**config.mk**
```make
export PLATFORM = sky130hd
export DESIGN_NAME = axi_pack_mem_rd_rsp
export DESIGN_NICKNAME = d
export VERILOG_FILES = /design/src/rtl/axi_pack_mem_rd_rsp.sv
export SDC_FILE = /design/constraint.sdc
export NUM_CORES = 2
export LEC_CHECK = 0
export ABC_AREA = 1
export CAP_MARGIN = 5
export CORE_AREA = 8 8 445 447
export CTS_CLUSTER_DIAMETER = 30
export DETAILED_ROUTE_END_ITERATION = 16
export DIE_AREA = 0 0 453 455
export GPL_TIMING_DRIVEN = 0
export PLACE_DENSITY_LB_ADDON = 0.15
export SLEW_MARGIN = 20
export SYNTH_ARGS = -nofsm -noshare
export SYNTH_HDL_FRONTEND = slang
export SYNTH_SLANG_ARGS = --single-unit
```
**constraint.sdc**
```tcl
create_clock -name clk_i -period 55.6 [get_ports clk_i]
set_input_delay 11.12 -clock clk_i [delete_from_list [all_inputs] [get_ports clk_i]]
set_output_delay 11.12 -clock clk_i [all_outputs]
set_load 0.02 [all_outputs]
```
**src/rtl/axi_pack_mem_rd_rsp.sv**
```systemverilog
// AXI4 read-only subordinate in front of a 1-cycle-latency SRAM port.
// AR requests are queued, each burst is expanded into per-beat SRAM reads,
// and R beats come back strictly in AR acceptance order.
//
// state | meaning
// IDLE  | no active burst; load the next request (queue head, or AR input if queue empty)
// BEAT  | issuing SRAM reads for a legal FIXED/INCR burst, one per credit+grant
// ERR   | illegal burst type or size; emitting SLVERR beats with zero data
module axi_pack_mem_rd_rsp #(
  parameter int unsigned AddrWidth      = 48,
  parameter int unsigned DataWidth      = 512,
  parameter int unsigned AxiIdWidth     = 6,
  parameter int unsigned NumOutstanding = 4,
  parameter int unsigned RspDepth       = 2
) (
  input  logic                  clk_i,
  input  logic                  rst_i,
  input  logic                  ar_valid_i,
  output logic                  ar_ready_o,
  input  logic [AxiIdWidth-1:0] ar_id_i,
  input  logic [AddrWidth-1:0]  ar_addr_i,
  input  logic [7:0]            ar_len_i,
  input  logic [2:0]            ar_size_i,
  input  logic [1:0]            ar_burst_i,
  output logic                  r_valid_o,
  input  logic                  r_ready_i,
  output logic [AxiIdWidth-1:0] r_id_o,
  output logic [DataWidth-1:0]  r_data_o,
  output logic [1:0]            r_resp_o,
  output logic                  r_last_o,
  output logic                  mem_req_o,
  output logic [AddrWidth-1:0]  mem_addr_o,
  input  logic                  mem_gnt_i,
  input  logic                  mem_rvalid_i,
  input  logic [DataWidth-1:0]  mem_rdata_i
);

  localparam int unsigned OffW    = $clog2(DataWidth / 8);
  localparam int unsigned ArPtrW  = (NumOutstanding > 1) ? $clog2(NumOutstanding) : 1;
  localparam int unsigned ArCntW  = $clog2(NumOutstanding + 1);
  localparam int unsigned RspPtrW = $clog2(RspDepth);
  localparam int unsigned RspCntW = $clog2(RspDepth + 1);

  typedef enum logic [1:0] {IDLE = 2'd0, BEAT = 2'd1, ERR = 2'd2} state_e;

  state_e state_q, state_d;

  // AR queue
  logic [AxiIdWidth-1:0] arq_id    [NumOutstanding];
  logic [AddrWidth-1:0]  arq_addr  [NumOutstanding];
  logic [7:0]            arq_len   [NumOutstanding];
  logic [2:0]            arq_size  [NumOutstanding];
  logic [1:0]            arq_burst [NumOutstanding];
  logic [ArPtrW-1:0]     arq_wr_q, arq_rd_q;
  logic [ArCntW-1:0]     arq_cnt_q, arq_cnt_d;
  logic                  ar_ready_q;
  logic                  ar_hs, arq_empty, arq_push, arq_pop, load;

  // request being loaded into the burst engine
  logic [AxiIdWidth-1:0] ld_id;
  logic [AddrWidth-1:0]  ld_addr;
  logic [7:0]            ld_len;
  logic [2:0]            ld_size;
  logic [1:0]            ld_burst;
  logic                  ld_illegal;

  // active burst
  logic [AxiIdWidth-1:0] cur_id_q;
  logic [AddrWidth-1:0]  cur_addr_q, next_addr, size_bytes;
  logic [8:0]            cur_rem_q;
  logic [2:0]            cur_size_q;
  logic [1:0]            cur_burst_q;
  logic                  last_beat, grant, credit, err_push;

  // inflight tag and response buffer
  logic                  inflight_q, infl_last_q;
  logic [AxiIdWidth-1:0] infl_id_q;
  logic [AxiIdWidth-1:0] rsp_id   [RspDepth];
  logic [DataWidth-1:0]  rsp_data [RspDepth];
  logic [1:0]            rsp_resp [RspDepth];
  logic                  rsp_last [RspDepth];
  logic [RspPtrW-1:0]    rsp_wr_q, rsp_rd_q;
  logic [RspCntW-1:0]    rsp_cnt_q;
  logic                  mem_push, rsp_push, r_pop;

  assign ar_ready_o = ar_ready_q;
  assign ar_hs      = ar_valid_i && ar_ready_q;
  assign arq_empty  = (arq_cnt_q == '0);
  assign load       = (state_q == IDLE) && (!arq_empty || ar_hs);
  assign arq_pop    = (state_q == IDLE) && !arq_empty;
  // an AR arriving while idle with an empty queue goes straight to the engine
  assign arq_push   = ar_hs && !((state_q == IDLE) && arq_empty);
  assign arq_cnt_d  = arq_cnt_q + ArCntW'(arq_push) - ArCntW'(arq_pop);

  assign ld_id      = arq_empty ? ar_id_i    : arq_id[arq_rd_q];
  assign ld_addr    = arq_empty ? ar_addr_i  : arq_addr[arq_rd_q];
  assign ld_len     = arq_empty ? ar_len_i   : arq_len[arq_rd_q];
  assign ld_size    = arq_empty ? ar_size_i  : arq_size[arq_rd_q];
  assign ld_burst   = arq_empty ? ar_burst_i : arq_burst[arq_rd_q];
  assign ld_illegal = ld_burst[1] || (32'(ld_size) > OffW);

  assign r_valid_o  = (rsp_cnt_q != '0);
  assign r_pop      = r_valid_o && r_ready_i;
  assign credit     = (32'(inflight_q) + 32'(rsp_cnt_q) - 32'(r_pop)) < RspDepth;
  assign last_beat  = (cur_rem_q == 9'd1);
  assign grant      = mem_req_o && mem_gnt_i;
  assign mem_addr_o = {cur_addr_q[AddrWidth-1:OffW], {OffW{1'b0}}};
  assign size_bytes = AddrWidth'(1) << cur_size_q;
  assign next_addr  = (cur_burst_q == 2'd1)
                    ? ((cur_addr_q & ~(size_bytes - AddrWidth'(1))) + size_bytes)
                    : cur_addr_q;

  assign mem_push   = mem_rvalid_i && inflight_q;
  assign rsp_push   = mem_push || err_push;

  assign r_id_o     = rsp_id[rsp_rd_q];
  assign r_data_o   = rsp_data[rsp_rd_q];
  assign r_resp_o   = rsp_resp[rsp_rd_q];
  assign r_last_o   = rsp_last[rsp_rd_q];

  // AR queue storage write
  always_ff @(posedge clk_i) begin
    if (arq_push) begin
      arq_id[arq_wr_q]    <= ar_id_i;
      arq_addr[arq_wr_q]  <= ar_addr_i;
      arq_len[arq_wr_q]   <= ar_len_i;
      arq_size[arq_wr_q]  <= ar_size_i;
      arq_burst[arq_wr_q] <= ar_burst_i;
    end
  end

  // AR queue pointers, occupancy and registered ready
  always_ff @(posedge clk_i or posedge rst_i) begin
    if (rst_i) begin
      arq_wr_q   <= '0;
      arq_rd_q   <= '0;
      arq_cnt_q  <= '0;
      ar_ready_q <= 1'b0;
    end else begin
      if (arq_push) arq_wr_q <= (arq_wr_q == ArPtrW'(NumOutstanding - 1)) ? '0 : arq_wr_q + ArPtrW'(1);
      if (arq_pop)  arq_rd_q <= (arq_rd_q == ArPtrW'(NumOutstanding - 1)) ? '0 : arq_rd_q + ArPtrW'(1);
      arq_cnt_q  <= arq_cnt_d;
      ar_ready_q <= (arq_cnt_d != ArCntW'(NumOutstanding));
    end
  end

  // burst FSM state register
  always_ff @(posedge clk_i or posedge rst_i) begin
    if (rst_i) state_q <= IDLE;
    else       state_q <= state_d;
  end

  // burst FSM next state, SRAM request and error-beat push
  always_comb begin
    state_d   = state_q;
    mem_req_o = 1'b0;
    err_push  = 1'b0;
    case (state_q)
      IDLE: begin
        if (load) state_d = ld_illegal ? ERR : BEAT;
      end
      BEAT: begin
        mem_req_o = credit;
        if (credit && mem_gnt_i && last_beat) state_d = IDLE;
      end
      ERR: begin
        err_push = credit;
        if (credit && last_beat) state_d = IDLE;
      end
      default: state_d = IDLE;
    endcase
  end

  // active burst registers
  always_ff @(posedge clk_i or posedge rst_i) begin
    if (rst_i) begin
      cur_id_q    <= '0;
      cur_addr_q  <= '0;
      cur_rem_q   <= '0;
      cur_size_q  <= '0;
      cur_burst_q <= '0;
    end else if (load) begin
      cur_id_q    <= ld_id;
      cur_addr_q  <= ld_addr;
      cur_rem_q   <= {1'b0, ld_len} + 9'd1;
      cur_size_q  <= ld_size;
      cur_burst_q <= ld_burst;
    end else if (grant) begin
      cur_addr_q  <= next_addr;
      cur_rem_q   <= cur_rem_q - 9'd1;
    end else if (err_push) begin
      cur_rem_q   <= cur_rem_q - 9'd1;
    end
  end

  // one-deep tag pipe matching the SRAM read latency
  always_ff @(posedge clk_i or posedge rst_i) begin
    if (rst_i) begin
      inflight_q  <= 1'b0;
      infl_id_q   <= '0;
      infl_last_q <= 1'b0;
    end else begin
      inflight_q <= grant;
      if (grant) begin
        infl_id_q   <= cur_id_q;
        infl_last_q <= last_beat;
      end
    end
  end

  // response buffer; entries are reset so idle outputs read as zero
  always_ff @(posedge clk_i or posedge rst_i) begin
    if (rst_i) begin
      for (int i = 0; i < RspDepth; i++) begin
        rsp_id[i]   <= '0;
        rsp_data[i] <= '0;
        rsp_resp[i] <= '0;
        rsp_last[i] <= 1'b0;
      end
      rsp_wr_q  <= '0;
      rsp_rd_q  <= '0;
      rsp_cnt_q <= '0;
    end else begin
      if (rsp_push) begin
        rsp_id[rsp_wr_q]   <= mem_push ? infl_id_q   : cur_id_q;
        rsp_data[rsp_wr_q] <= mem_push ? mem_rdata_i : '0;
        rsp_resp[rsp_wr_q] <= mem_push ? 2'd0        : 2'd2;
        rsp_last[rsp_wr_q] <= mem_push ? infl_last_q : last_beat;
        rsp_wr_q <= (rsp_wr_q == RspPtrW'(RspDepth - 1)) ? '0 : rsp_wr_q + RspPtrW'(1);
      end
      if (r_pop) rsp_rd_q <= (rsp_rd_q == RspPtrW'(RspDepth - 1)) ? '0 : rsp_rd_q + RspPtrW'(1);
      rsp_cnt_q <= rsp_cnt_q + RspCntW'(rsp_push) - RspCntW'(r_pop);
    end
  end

endmodule

```
# [Word level (Yosys, flattened, before mapping)]
# Memory sizes are Yosys's and may differ from the RTL's.
# Index checks and enable logic that the tools add are counted.
[totals] ff_bits=1132 latch_bits=0 ram_bits=268 romBits=0 output_inout_bits=572 elab_cells=140 n_memories=5
[memory_table] memory="arq_addr" depth=4 width=48 rd=1 rd_ports_with_merged_regs=0 write_ports=1 line="50" source="logic [AddrWidth-1:0] arq_addr [NumOutstanding];"
[memory_table] memory="arq_len" depth=4 width=8 rd=1 rd_ports_with_merged_regs=0 write_ports=1 line="51" source="logic [7:0] arq_len [NumOutstanding];"
[memory_table] memory="arq_id" depth=4 width=6 rd=1 rd_ports_with_merged_regs=0 write_ports=1 line="49" source="logic [AxiIdWidth-1:0] arq_id [NumOutstanding];"
[memory_table] memory="arq_size" depth=4 width=3 rd=1 rd_ports_with_merged_regs=0 write_ports=1 line="52" source="logic [2:0] arq_size [NumOutstanding];"
[memory_table] memory="arq_burst" depth=4 width=2 rd=1 rd_ports_with_merged_regs=0 write_ports=1 line="53" source="logic [1:0] arq_burst [NumOutstanding];"
[op_classes] add_sub_neg=14 mul=0 div=0 magnitude_cmp=5 n_eq_ne=10 shifts=1 muxes=52 bitwise=4 reduce_logical=25
[ops] cell="two-way mux 512 bit" n=5
[ops] cell="bitwise mux 1024 bit" n=1
[ops] cell="demux 512 bit (select 1 bit)" n=1
[ops] cell="two-way mux 48 bit" n=4
[ops] cell="adder 48 bit" n=1
[ops] cell="AND 48 bit" n=1
[ops] cell="inverter 48 bit" n=1
[ops] cell="left shift 1 x 3 -> 48 bit (first input constant)" n=1
[ops] cell="subtractor 48 x 1 -> 48 bit (second input constant)" n=1
[ops] cell="two-way mux 6 bit" n=6
[ops] cell="less-than comparator 32 x 2 -> 1 bit (second input constant)" n=1
[ops] cell="two-way mux 9 bit" n=3
[ops] cell="two-way mux 2 bit" n=12
[ops] cell="bitwise mux 12 bit" n=1
[ops] cell="logical AND 1 bit" n=12
[ops] cell="two-way mux 1 bit" n=11
[ops] cell="adder 8 x 1 -> 9 bit (second input constant)" n=1
[ops] cell="== test 9 x 1 -> 1 bit (second input constant)" n=1
[ops] cell="subtractor 9 x 1 -> 9 bit (second input constant)" n=1
[ops] cell="two-way mux 8 bit" n=1
[ops] cell="demux 6 bit (select 1 bit)" n=1
[ops] cell="== test 2 bit (second input constant)" n=3
[ops] cell="!= test 2 bit (second input constant)" n=3
[ops] cell="case mux 2 bit (3 select lines)" n=1
[ops] cell="other kinds (27)" n=37

# [Logic depth before layout (Yosys ltp)]
[depth] depth_word=8 mapped_depth=21

# [Least setup slack after synthesis]
# OpenSTA, ideal clock, no wires.
[synth_path] path_type="in2out" startpoint="input r_ready_i" endpoint="output mem_req_o" arrival_time_ns=12.638 required_time_ns=44.480 setup_slack_ns=31.842 path_stages=10 path_cell_list="nand2_1 inv_1 ha_1 inv_1 nand2_1 fa_1 xor2_1 nor2_1 nand2_1 nor2_1"
[synth_via] elab_chain_len=4
[synth_rtl] item="from (decl)" line="26" source="input logic r_ready_i,"
[synth_rtl] item="logical AND 1 bit" line="103" source="assign r_pop = r_valid_o && r_ready_i;"
[synth_rtl] item="net r_pop" line="84" source="logic mem_push, rsp_push, r_pop;"
[synth_rtl] item="subtractor 3 x 1 -> 4 bit" line="104" source="assign credit = (32'(inflight_q) + 32'(rsp_cnt_q) - 32'(r_pop)) < RspDepth;"
[synth_rtl] item="less-than comparator 32 x 2 -> 1 bit" line="104"
[synth_rtl] item="two-way mux 1 bit" line="158" source="case (state_q)"
[synth_rtl] item="to (decl)" line="31" source="output logic mem_req_o,"
# The timed path passes the listed nets, and every way through them passes these cells.

# [Worst setup path after layout]
# Ends and elaborated chain as after synthesis.

==> out/metrics.yaml <==
setup_path:
  crit_path_top_delay_cell: "clkdlybuf4s50_1"
  setup.worst_path.start_class: "input port"
  path_max_fanout: 5
  critPathRequiredTime_ns: 44.48
  cp_data_arrival_time_ns: 14.42
  crit_top_cell: "nand2_1"
  criticalPathCategory: "in2out"
  worstPathCellList: "clkdlybuf4s50_1, nand2_1, inv_1, ha_1, inv_1, nand2_1, fa_1, xor2_1, nor2_1, nand2_1, nor2_1, clkdlybuf4s50_1"
  slowest_delay_ns: 0.74
  category_of_the_worst_setup_path_capture_point: "output port"
clock_tree:
  clock-root-buffer: "clkbuf_16"
  clock_tree.buffer_depth: 4
  post-cts-setup-buffer-count: 0
  cts_max_level: 5
  numCtsBuffers: 383
  clock_latency_reported_for_the_late_side_of_the_worst_skew_pair_ns: 0.92
  post_cts.resized_instances: 0
  clock_sink_count: 1398
  cts-hold-fix-buffers: 0
  tritoncts: "done"
  worst_setup_hold_path_clk_slew_ns: 0.04
power_and_ir_drop:
  power_leakage_nw: 40.2
  power_density_nw_per_um2: 67.3
  max-vdd-ir-drop_uv: 30.0
  p_total_w: 0.00613
yosys:
  yosysSeqAreaShare_pct: 58.0
  synth_enable_flop_cells: 268
  top_post_synthesis_cells_by_count: "3390 x nand2_1, 1130 x dfrtp_1, 1068 x o21ai_0, 350 x nor2_1, 338 x clkbuf_1"
  synth.cell_area_um2: 62600
  synth_largest_area_cell: "dfrtp_1"
  synthesis.yosys.warnings: 0
  postSynthCellCount: 7501
  count_of_distinct_cell_types_in_the_synthesized_netlist: 52
  postSynthAreaPerCell_um2: 8.35
  yosys_most_used_dff: "dfrtp_1"
  most_area_consuming_cells_after_synthesis: "dfrtp_1 45%, nand2_1 20%, edfxtp_1 13%"
  postSynthRegisterBits: 1398
  synth_most_common_cell: "nand2_1"
  netlist.area_leader.share_pct: 45.2
  synth_async_sr_flop_share_pct: 80.8
floorplanning:
  die_width_um: 453
  die_area_um2: 206000
  core_region_area_um2: 191000
  ios: 1157
  num_rows: 161
  dieHeight_um: 455
  initial_core_util_pct: 32.8
detailed_routing:
  vias: 59800
  drt_pre_antenna_iters: 8
  route.detailed.drc: 0
  post_drt_via_cell_ratio: 5.01
  first_iter_violations: 5358
  wire_per_inst_um: 23.8
  drt.antenna.violating_nets: 0
  final_wl_um: 284000
sta:
  hold_violations: 0
  tightestPinTransition_ns: 1.15
  rsz0062_at_grt: "false"
  fin_tns_setup_ns: 0
  fin_skew_ns: 0.0480
  achievable-frequency_mhz: 39.2
  timing.final.ws_setup_ns: 30.06
  min_period_ns: 25.54
  timing.slew.headroom_pct: 23.2
  final-max-slew-violation-count: 0
  report.final.setup_viol: 0
  fin_worst_hold_slack_ns: 0.466
  min_period_over_period_pct: 45.9
global_route:
  first_global_vias: 59300
  grt_max_degree: 104
  globalRouteOverflowTotal: 0
  grt_pass1_wl_um: 407000
  antenna_found_initial: 80
  global_route.usage.total_pct: 26.4
min_path:
  worst_hold_path_type: "reg2reg"
place:
  gp_routability_congestion: 0.966
  port_buffers: 1149
  dp_worst_setup_slack_ns: 29.97
  place.detailed.hpwl_um: 210000
run_status:
  run_status: "completed"
finish:
  nNetsFinal: 9671
  drive_above_1_share_pct: 9.80
  areaGrowthSynthToFinish_pct: 45.6
  layout_filler_cell_count: 18300
job:
  max_cap_viol_count: 0
-- layout by cell type (no fill, tap or decap), types with 9 or more instances in the layout --
cell type        instances
clkbuf_16              387
nand3b_1                10
a31oi_1                 33
xor2_1                  11
edfxtp_1               268
bufinv_16               50
nand2_1               3390
o22ai_1                 25
inv_2                   16
nand4_1                 23
or2_2                   15
clkinv_1                 9
buf_4                   56
inv_1                  148
nor3_1                  12
clkdlybuf4s50_1       1149
o211ai_1                10
nand2_2                 12
a21oi_1                 64
dfrtp_1               1130
nor2_1                 346
clkbuf_1               382
clkinvlp_4              29
buf_16                  17
o21ai_1                188
buf_2                  105
buf_6                   30
diode_2                 51
clkinv_2                73
o21ai_0               1068
ha_1                    19
o221ai_1                31
clkbuf_8                69
nand3_1                 82
-- stage by stage --
stage               cells  area [um2]  util, %
floorplan            7507       62700        -
global placement    11200       77300     40.4
detailed placement  11200       78000     40.8
CTS                 11900       91000     47.6
global route        11900       91200     47.7
finish              11900       91200     47.7
-- report_power, final --
group | internal (W) | switching, W | total (W)
clock | 0.00158 | 0.000642 | 0.00222
combinational | 0.000759 | 0.00155 | 0.00231
sequential | 0.00141 | 0.000199 | 0.00161
total | 0.00374 | 0.00239 | 0.00613
-- path summary, 6_finish.rpt --
| check | cells after the start | from | slack, ns | end |
|---|---|---|---|---|
| hold reg to reg | 2 | rsp_id[2] | 0.47 | rsp_id[2] |
| min in group asynchronous | 2 | rst_i | 10.68 | rsp_data[835] |
| setup reg to reg | 21 | rsp_cnt_q[1] | 51.66 | rsp_data[1010] |
| setup / recovery | 12 | r_ready_i | 30.06 | mem_req_o |
| max in group asynchronous | 6 | rst_i | 42.45 | rsp_data[623] |
| hold / removal | 2 | rsp_id[2] | 0.47 | rsp_id[2] |
-- sequential cells by signal (all words and copies together) (netlist names), 2 cells and up --
name         flops
rsp_last         2
arq_wr_q         2
arq_rd_q         2
rsp_id          12
infl_id_q        6
cur_burst_q      2
arq_addr       192
cur_size_q       3
arq_cnt_q        3
arq_burst        8
cur_addr_q      48
arq_id          24
state_q          2
rsp_data      1024
arq_size        12
rsp_resp         2
rsp_cnt_q        2
cur_id_q         6
cur_rem_q        9
arq_len         32
-- routing by layer --
metal / up-vias / GRT usage, % / part of all wire, %
met3: 611 / 7.03 / 7.5
met4: 16 / 14.6 / 5.7
met2: 2407 / 42.3 / 47
met5: - / 0 / 0.043
met1: 29300 / 32.5 / 40
li1: 27500 / - / -
-- cell families after synthesis --
kind of cell / share of synthesized area [%]
and+or+nand+nor: 24.2
AOI/OAI and AO/OA: 12.0
DFF: 58.0
buffers and inverters: 5.11
adders and majority gates: 0.444
other: 0.00599
muxes: 0.0160
xor gates and xnor gates: 0.224
-- area by class of cell --
cell class	instances	area (um2)	area share, %
plain buffers	533	2570	2.82
well taps	2526	3160	3.47
diodes	51	128	0.140
repair buffers	1173	12100	13.3
clock buffers	506	10800	11.9
clock inverters	172	2260	2.48
inverters	168	641	0.703
flip-flops and latches	1398	36300	39.8
multi-input cells	5408	23200	25.4
-- worst max-delay path, delay by kind of cell --
kind                       cells  cell delay [ns]
adders and majority gates      2             0.59
buffers and inverters          4             1.56
and+or+nand+nor                5             0.99
xor gates and xnor gates       1             0.15
No activity file was read; power rests on OpenSTA's default activity.
